**config.mk**
```make
export PLATFORM = sky130hd
export DESIGN_NAME = sync_reader
export DESIGN_NICKNAME = d
export VERILOG_FILES = /design/src/rtl/vram_pkg.sv /design/src/rtl/sync_reader_fifo.sv /design/src/rtl/sync_reader.sv
export SDC_FILE = /design/constraint.sdc
export NUM_CORES = 1
export LEC_CHECK = 0
export BUFFER_PORTS_ARGS = -buffer_cell sky130_fd_sc_hd__buf_2
export CAP_MARGIN = 10
export CORE_MARGIN = 2
export CORE_UTILIZATION = 40
export CTS_BUF_LIST = sky130_fd_sc_hd__clkbuf_4 sky130_fd_sc_hd__clkbuf_8
export DETAILED_ROUTE_END_ITERATION = 8
export PLACE_DENSITY_LB_ADDON = 0.15
export SLEW_MARGIN = 15
export SYNTH_ARGS = -nofsm -noshare
export SYNTH_HDL_FRONTEND = slang
export SYNTH_SLANG_ARGS = --single-unit
```
**constraint.sdc**
```tcl
create_clock -name clk -period 4.75 [get_ports clk]
set_input_delay 0.475 -clock clk [delete_from_list [all_inputs] [get_ports clk]]
set_output_delay 0.475 -clock clk [all_outputs]
set_load 0.05 [all_outputs]
```
**src/rtl/vram_pkg.sv**
```systemverilog
// Shared definitions for the video-RAM tile readers: tile geometry and the
// sync_reader state encoding.
package vram_pkg;

  localparam int TILE_ADDR_W = 11;
  localparam int TILE_DATA_W = 64;

  // state    | meaning
  // ST_IDLE  | waiting for start; no reads outstanding
  // ST_READ  | issuing reads, one per cycle while there is buffer room
  // ST_DRAIN | all reads issued; emptying pipeline and buffer to consumer
  typedef enum logic [1:0] {
    ST_IDLE  = 2'd0,
    ST_READ  = 2'd1,
    ST_DRAIN = 2'd2
  } sync_reader_state_t;

endpackage

```
**src/rtl/sync_reader_fifo.sv**
```systemverilog
// Small output buffer for sync_reader. Head word is presented directly from
// storage so it stays stable while the consumer stalls; data reads as zero
// whenever the buffer is empty.
module sync_reader_fifo #(
  parameter int DEPTH = 2,
  parameter int WIDTH = 8
) (
  input  logic             clk,
  input  logic             rst_n,
  input  logic             i_push,
  input  logic [WIDTH-1:0] i_data,
  input  logic             i_pop,
  output logic [WIDTH-1:0] o_data,
  output logic             o_full,
  output logic             o_empty
);

  localparam int PW = (DEPTH > 1) ? $clog2(DEPTH) : 1;
  localparam int CW = $clog2(DEPTH + 1);

  logic [WIDTH-1:0] r_mem [DEPTH];
  logic [PW-1:0]    r_wr_ptr;
  logic [PW-1:0]    r_rd_ptr;
  logic [CW-1:0]    r_count;
  logic             w_wr;
  logic             w_rd;

  assign o_full  = (r_count == CW'(DEPTH));
  assign o_empty = (r_count == '0);
  assign w_wr    = i_push && !o_full;
  assign w_rd    = i_pop && !o_empty;
  assign o_data  = o_empty ? '0 : r_mem[r_rd_ptr];

  function automatic logic [PW-1:0] ptr_inc(input logic [PW-1:0] p);
    return (p == PW'(DEPTH - 1)) ? '0 : p + PW'(1);
  endfunction

  // Storage needs no reset: contents are only visible while count is nonzero.
  always_ff @(posedge clk) begin
    if (w_wr) r_mem[r_wr_ptr] <= i_data;
  end

  // Pointer and occupancy bookkeeping.
  always_ff @(posedge clk or negedge rst_n) begin
    if (!rst_n) begin
      r_wr_ptr <= '0;
      r_rd_ptr <= '0;
      r_count  <= '0;
    end else begin
      if (w_wr) r_wr_ptr <= ptr_inc(r_wr_ptr);
      if (w_rd) r_rd_ptr <= ptr_inc(r_rd_ptr);
      case ({w_wr, w_rd})
        2'b10:   r_count <= r_count + CW'(1);
        2'b01:   r_count <= r_count - CW'(1);
        default: r_count <= r_count;
      endcase
    end
  end

endmodule

```
**src/rtl/sync_reader.sv**
```systemverilog
// Streams a block of words out of a synchronous-read RAM port onto a
// valid/ready interface, tagging each word with its source address.
// Optional build macro SYNC_READER_CHECKSUM_EN adds a running XOR checksum
// output over the words transferred since the last accepted start.
module sync_reader
  import vram_pkg::*;
#(
  parameter int ADDR_W     = TILE_ADDR_W,
  parameter int DATA_W     = TILE_DATA_W,
  parameter int RD_LATENCY = 1
) (
  input  logic              clk,
  input  logic              rst_n,
  input  logic              start,
  input  logic [ADDR_W-1:0] base_addr,
  input  logic [ADDR_W:0]   count,
  output logic              busy,
  output logic              done,
  output logic [ADDR_W-1:0] addr_from,
  output logic              wren_from,
  input  logic [DATA_W-1:0] rddata_from,
  output logic              out_valid,
  input  logic              out_ready,
  output logic [DATA_W-1:0] out_data,
`ifdef SYNC_READER_CHECKSUM_EN
  output logic [DATA_W-1:0] checksum,
`endif
  output logic [ADDR_W-1:0] out_addr
);

  // Buffer holds every word that can be in flight plus the one on the output.
  localparam int DEPTH = RD_LATENCY + 1;
  localparam int OCW   = $clog2(DEPTH + 1);
  localparam logic [ADDR_W:0] CNT_ONE = {{ADDR_W{1'b0}}, 1'b1};

  sync_reader_state_t r_state;
  logic [ADDR_W:0]    r_remain;
  logic [ADDR_W:0]    r_left;
  logic [OCW-1:0]     r_outstanding;
  logic               r_pipe_vld  [RD_LATENCY];
  logic [ADDR_W-1:0]  r_pipe_addr [RD_LATENCY];

  logic                     w_issue;
  logic                     w_pop;
  logic                     w_fifo_full;
  logic                     w_fifo_empty;
  logic [DATA_W+ADDR_W-1:0] w_fifo_dout;

  assign wren_from = 1'b0;
  assign out_valid = !w_fifo_empty;
  assign out_data  = w_fifo_dout[DATA_W-1:0];
  assign out_addr  = w_fifo_dout[DATA_W +: ADDR_W];
  assign w_pop     = out_valid && out_ready;

  // A word leaving this cycle frees a slot, so a read may issue against it;
  // this keeps one word per cycle flowing with out_ready held high.
  assign w_issue = (r_state == ST_READ)
                && ((r_outstanding < OCW'(DEPTH)) || w_pop)
                && (!w_fifo_full || w_pop);

  // Sequencing FSM with registered busy/done and read address.
  always_ff @(posedge clk or negedge rst_n) begin
    if (!rst_n) begin
      r_state   <= ST_IDLE;
      busy      <= 1'b0;
      done      <= 1'b0;
      addr_from <= '0;
      r_remain  <= '0;
      r_left    <= '0;
    end else begin
      done <= 1'b0;
      case (r_state)
        ST_IDLE: begin
          if (start) begin
            if (count != '0) begin
              r_state   <= ST_READ;
              busy      <= 1'b1;
              addr_from <= base_addr;
              r_remain  <= count;
              r_left    <= count;
            end else begin
              done <= 1'b1;
            end
          end
        end
        ST_READ: begin
          if (w_issue) begin
            addr_from <= addr_from + ADDR_W'(1);
            r_remain  <= r_remain - CNT_ONE;
            if (r_remain == CNT_ONE) r_state <= ST_DRAIN;
          end
        end
        default: ;
      endcase
      if ((r_state != ST_IDLE) && w_pop) begin
        r_left <= r_left - CNT_ONE;
        if (r_left == CNT_ONE) begin
          r_state <= ST_IDLE;
          busy    <= 1'b0;
          done    <= 1'b1;
        end
      end
    end
  end

  // Reads in flight plus words buffered; bounds issue so the buffer never overflows.
  always_ff @(posedge clk or negedge rst_n) begin
    if (!rst_n) begin
      r_outstanding <= '0;
    end else begin
      case ({w_issue, w_pop})
        2'b10:   r_outstanding <= r_outstanding + OCW'(1);
        2'b01:   r_outstanding <= r_outstanding - OCW'(1);
        default: r_outstanding <= r_outstanding;
      endcase
    end
  end

  // Track each issued address until the RAM returns its word.
  always_ff @(posedge clk or negedge rst_n) begin
    if (!rst_n) begin
      for (int i = 0; i < RD_LATENCY; i++) begin
        r_pipe_vld[i]  <= 1'b0;
        r_pipe_addr[i] <= '0;
      end
    end else begin
      r_pipe_vld[0]  <= w_issue;
      r_pipe_addr[0] <= addr_from;
      for (int i = 1; i < RD_LATENCY; i++) begin
        r_pipe_vld[i]  <= r_pipe_vld[i-1];
        r_pipe_addr[i] <= r_pipe_addr[i-1];
      end
    end
  end

  sync_reader_fifo #(
    .DEPTH (DEPTH),
    .WIDTH (DATA_W + ADDR_W)
  ) u_fifo (
    .clk     (clk),
    .rst_n   (rst_n),
    .i_push  (r_pipe_vld[RD_LATENCY-1]),
    .i_data  ({r_pipe_addr[RD_LATENCY-1], rddata_from}),
    .i_pop   (w_pop),
    .o_data  (w_fifo_dout),
    .o_full  (w_fifo_full),
    .o_empty (w_fifo_empty)
  );

`ifdef SYNC_READER_CHECKSUM_EN
  // Running XOR of transferred words, restarted by every accepted start.
  always_ff @(posedge clk or negedge rst_n) begin
    if (!rst_n) begin
      checksum <= '0;
    end else if (start && (r_state == ST_IDLE)) begin
      checksum <= '0;
    end else if (w_pop) begin
      checksum <= checksum ^ out_data;
    end
  end
`endif

endmodule

```
## Word-level counts from Yosys, hierarchy flattened

Memory sizes are Yosys's and may differ from the RTL's.
Cells that the tools add are included.

| word-level totals | value |
|---|---|
| memory bits (writable) | 150 |
| output and inout bits | 90 |
| word-level logic and storage cells | 90 |
| memories kept | 1 |
| flip-flop bits (word level) | 57 |

Memories:

| name | depth | width | read ports | clocked after Yosys merged registers in | write ports | RTL line | text |
|---|---|---|---|---|---|---|---|
| u_fifo.r_mem | 2 | 75 | 1 | 0 | 1 | sync_reader_fifo.sv:21 | `logic [WIDTH-1:0] r_mem [DEPTH];` |

| cells by class | value |
|---|---|
| add/subtract/negate cells | 9 |
| reduce and logical (&&, ||, !) cells | 22 |
| mux-type cells | 34 |
| equality and inequality tests | 11 |
| order comparisons | 1 |

Operators with widths:

| operator | count |
|---|---|
| 2-to-1 mux 75 bit | 1 |
| 2-to-1 mux 12 bit | 5 |
| 2-to-1 mux 11 bit | 3 |
| equality test 12 x 1 -> 1 bit (second input constant) | 2 |
| case mux 12 bit (2 select lines) | 1 |
| subtractor 12 x 1 -> 12 bit (second input constant) | 2 |
| case mux 11 bit (2 select lines) | 1 |
| 2-to-1 mux 1 bit | 14 |
| nonzero test 2 bit | 7 |
| 2-to-1 mux 2 bit | 6 |
| case mux 2 bit (2 select lines) | 3 |
| nonzero test 12 bit | 1 |
| adder 11 x 1 -> 11 bit (second input constant) | 1 |
| equality test 2 x 1 -> 1 bit (second input constant) | 3 |
| equality test 2 bit (second input constant) | 3 |
| logical AND 1 bit | 6 |
| != test 2 bit (second input constant) | 3 |
| adder 2 x 1 -> 2 bit (second input constant) | 2 |
| zero test 2 bit | 2 |
| AND reduction 4 bit | 1 |
| subtractor 2 x 1 -> 2 bit (second input constant) | 2 |
| AND reduction 3 bit | 1 |
| adder 1 bit (second input constant) | 2 |
| zero test 1 bit | 2 |
| 2 further kinds | 3 |

## Depth between registers and ports, before layout

| depth | value |
|---|---|
| depth in word-level cells | 10 |
| depth in mapped cells | 9 |

## By module

A second synthesis with hierarchy kept.

| second synthesis, totals | value |
|---|---|
| cell total of the unflattened synthesis | 639 |
| area, all modules | 8847.2 µm² |

By module, submodules not included:

| module | area each (µm²) | times used | cells each |
|---|---|---|---|
| sync_reader_fifo | 5923.2 | 1 | 335 |
| sync_reader | 2924.1 | 1 | 304 |

## Worst setup path before layout

No wires, ideal clock.

| path | value |
|---|---|
| kind | register to register |
| start | reg u_fifo.r_count[0] |
| end | mem u_fifo.r_mem[0][0] (netlist name) (enable) |
| buffers on the path | 1 |
| data arrival time | 3.857 ns |
| required time | 4.241 ns |
| cell stages (with the launch flop) | 5 |
| period minus slack after synthesis | 4.365 ns |
| library setup time | 0.509 ns |
| slack | 0.385 ns |
| cells stage by stage | dfrtp_1 -> buf_2 -> nand2b_1 -> nand2_1 -> nor2_1 |

| on the way | value |
|---|---|
| word-level cells in the longest chain between the ends | 5 |

Ends and longest elaborated chain:

| what | RTL line | text |
|---|---|---|
| start: declaration | sync_reader_fifo.sv:24 | `logic [CW-1:0] r_count;` |
| start signal: assignment | sync_reader_fifo.sv:53 | `2'b10: r_count <= r_count + CW'(1);` |
| start signal: assignment | sync_reader_fifo.sv:54 | `2'b01: r_count <= r_count - CW'(1);` |
| start signal: assignment | sync_reader_fifo.sv:55 | `default: r_count <= r_count;` |
| equality test 2 bit | sync_reader_fifo.sv:28 | `assign o_full = (r_count == CW'(DEPTH));` |
| zero test 1 bit | sync_reader_fifo.sv:30 | `assign w_wr = i_push && !o_full;` |
| logical AND 1 bit | sync_reader_fifo.sv:30 |  |
| 2-to-1 mux 1 bit | sync_reader_fifo.sv:40 | `if (w_wr) r_mem[r_wr_ptr] <= i_data;` |
| 2-to-1 mux 1 bit (implied by the code) | sync_reader_fifo.sv:40 |  |
| end: declaration | sync_reader_fifo.sv:21 |  |

Every way passes these cells.

## Worst setup path in the final report

| path | value |
|---|---|
| start | reg u_fifo.r_rd_ptr |
| end | out out_data[27] |

| on the way | value |
|---|---|
| word-level cells in the longest chain between the ends | 2 |

Ends and longest elaborated chain:

| what | RTL line | text |
|---|---|---|
| start: declaration | sync_reader_fifo.sv:23 | `logic [PW-1:0] r_rd_ptr;` |
| start signal: assignment | sync_reader_fifo.sv:51 | `if (w_rd) r_rd_ptr <= ptr_inc(r_rd_ptr);` |
| memory (2 x 75 bit) | n/a |  |
| 2-to-1 mux 75 bit | sync_reader_fifo.sv:32 | `assign o_data = o_empty ? '0 : r_mem[r_rd_ptr];` |
| end: declaration | sync_reader.sv:24 | `output logic [DATA_W-1:0] out_data,` |

Every way passes these cells.

==> results.cfg <==
[synth]
ys_warn_count = 0
synth_top_flop_cell = edfxtp_1
ys_seq_area_share_pct = 68.95
ys_async_sr_fraction_pct = 27.54
synth_area_um2 = 8602
synth_seq_cells = 207
synth_cells = 641
synth_edf_count = 150
synthTopCellsByCount = 150 x edfxtp_1, 102 x nor2_1, 76 x mux2i_1
syn_nets = 738
synth_most_common_cell = edfxtp_1
synth_cell_types = 55
synthTopCellsByArea = edfxtp_1 52%, dfrtp_1 17%, mux2i_1 8.8%
synth_top_cell_area_share_pct = 52.36
syn_area_per_cell_um2 = 13.42
yosysTopAreaCell = edfxtp_1

[finish]
final_util_pct = 49.98
final_cells = 1130
area_growth_pct = 22.52
final_layout_size_suffix_gt1_share_pct = 30.33
num-fill-cells = 1895
nets = 928

[worst_hold_path]
holdCritPathClass = in2async

[worst_setup_path]
critPathMaxFanout = 57
arrival_ns = 2.62
path_class = reg2out
cp-start-kind = flop
critPathRequiredTime_ns = 4.28
cp_slowest_cell = dfrtp_4
max_stage_delay_ns = 1.08
path_cells = buf_4, mux2i_1, nor2_1, buf_2
end_kind = output port

[floorplanning]
coreArea_um2 = 21090
io_pins = 181
die_w_um = 150.6
dieArea_um2 = 22690
floorplan.initialDensity_pct = 40.79
die_height_um = 150.6
rows = 53

[clock_network]
cts_resized = 0
hold_buffers = 0
post_cts_buffers = 0
cts_buffers = 37
ctsHtreeMaxLevel = 2
cts_tree = done
cts.sinks = 207
max-clock-path-buffers = 3
cts_root_buffer = clkbuf_8
clkSlewWorstSetupHoldPaths_ns = 0.05
clock_latency_ns = 0.50

[route]
drt-wirelength-per-cell_um = 17.52
met3WireLength_mm = 1.352
route.met2.wl_mm = 9.761
highest_layer = met4
drtIter0Drc = 382
drc_errors = 0
num_vias = 5795
vias_per_cell = 5.128
wl_met1_mm = 8.346
drtPass1Iterations = 4
wirelength_mm = 19.80
antenna_left = 0

[global_routing]
grt_antenna_before_repair = 1
grt_pass1_vias = 5762
grt_pass1_wl_mm = 29.88
grt-ovfl-total = 0
grtUsageTotal_pct = 16.87
grt_max_degree = 77

[timing]
skew_ns = 0.01932
finalCritPeriodShare_pct = 65.08
grt_setup_unrepaired = false
slew_headroom_pct = 29.66
setup_viol = 0
tightest_slew_ns = 1.055
holdWs_ns = 0.1198
finalHoldViolCount = 0
fmax_ghz = 0.3235
min_period_ns = 3.091
finalSetupTns_ns = 0
maxSlewViolCount = 0

[power]
ir_drop_uv = 295.1
p_per_area_nw_per_um2 = 812.0
p_leak_nw = 4.330

[placement]
io_buffers = 179
gp_congestion = 0.8193
placed_cells = 1067
hpwl_mm = 12.79

[outcome]
outcome = finished clean

[job]
drv_cap = 0
[state kept, by name, indices dropped and copies added, names as in the netlist, 2 cells and up]
name / cells
u_fifo.r_mem: 150
r_outstanding: 2
r_pipe_addr: 11
r_state: 2
r_remain: 12
r_left: 12
addr_from: 11
u_fifo.r_count: 2
[placed cells by master (no fill, tap or decap), types with 6 or more instances in the layout]
| master | n |
|---|---|
| a211oi_1 | 6 |
| a21oi_1 | 20 |
| a31oi_1 | 8 |
| buf_2 | 179 |
| buf_4 | 6 |
| clkbuf_4 | 10 |
| clkbuf_8 | 41 |
| dfrtp_1 | 56 |
| edfxtp_1 | 150 |
| ha_1 | 6 |
| inv_1 | 7 |
| mux2i_1 | 76 |
| nand2_1 | 28 |
| nand3_1 | 12 |
| nor2_1 | 101 |
| nor3_1 | 12 |
| nor4_1 | 6 |
| o21ai_0 | 19 |
| o21ai_1 | 23 |
| xnor2_1 | 6 |
[kinds of logic after synthesis]
kind of cell,synth area share [%]
DFF,68.95
adders and majority gates,0.8727
other,0.04359
muxes,8.844
AOI/OAI and AO/OA,7.535
and+or+nand+nor,10.94
buffers and inverters,2.007
xor gates and xnor gates,0.8146
[power by group]
group	internal (W)	leakage [nW]	total, W	switching (W)
clock network	0.00103	0.399	0.00172	0.000691
logic	0.000983	1.88	0.00379	0.00281
registers	0.00259	2.05	0.00305	0.000455
total	0.00460	4.33	0.00856	0.00395
[critical path: cells and delay by family, from the launching register on]
| kind | cells | cell delay, ns |
|---|---|---|
| buf+inv | 2 | 0.71 |
| flops | 1 | 1.08 |
| mux | 1 | 0.25 |
| simple gates | 1 | 0.05 |
[metal layers]
layer  vias up  global-route usage, %
met5         -                      0
met4         0                  5.701
met3        29                  3.667
met2       191                  28.09
met1      2815                  21.99
li1       2760                      -
[area by class of cell]
cell class                      count  area, um^2  area share [%]
Tap cell                          275       344.1           3.265
Timing Repair Buffer              185       940.9           8.928
Multi-Input combinational cell    393        2521           23.92
Clock buffer                       51       639.4           6.067
Inverter                            7       26.28          0.2493
Antenna cell                        1       2.502         0.02374
Sequential cell                   207        5934           56.31
Clock inverter                     11       130.1           1.235
[per-stage QoR]
stage	total power, W	area (um^2)	setup slack (ns)
2_1_floorplan	0.005956	8602	0.3847
3_3_place_gp	0.006813	9764	2.161
4_1_cts	0.008652	10530	1.555
5_1_grt	0.009031	10540	1.460
6_report	0.008557	10540	1.659
3_5_place_dp	0.006900	9764	2.118
[worst paths after layout]
path	cells after the start	end	from	slack (ns)
min in group clk	1	u_fifo.r_mem[0][61]$_DFFE_PP_	rddata_from[61]	0.15
hold / removal	2	r_left[5]$_DFFE_PN0P_	rst_n	0.12
setup reg to reg	6	addr_from[0]$_DFFE_PN0P_	r_state[0]$_DFF_PN0_	2.29
setup / recovery	4	out_data[27]	u_fifo.r_rd_ptr$_DFFE_PN0P_	1.66
hold reg to reg	0	r_pipe_addr[7]$_DFF_PN0_	addr_from[7]$_DFFE_PN0P_	0.43
max in group asynchronous	2	u_fifo.r_rd_ptr$_DFFE_PN0P_	rst_n	4.07
Power figures use the tool's default switching activity.
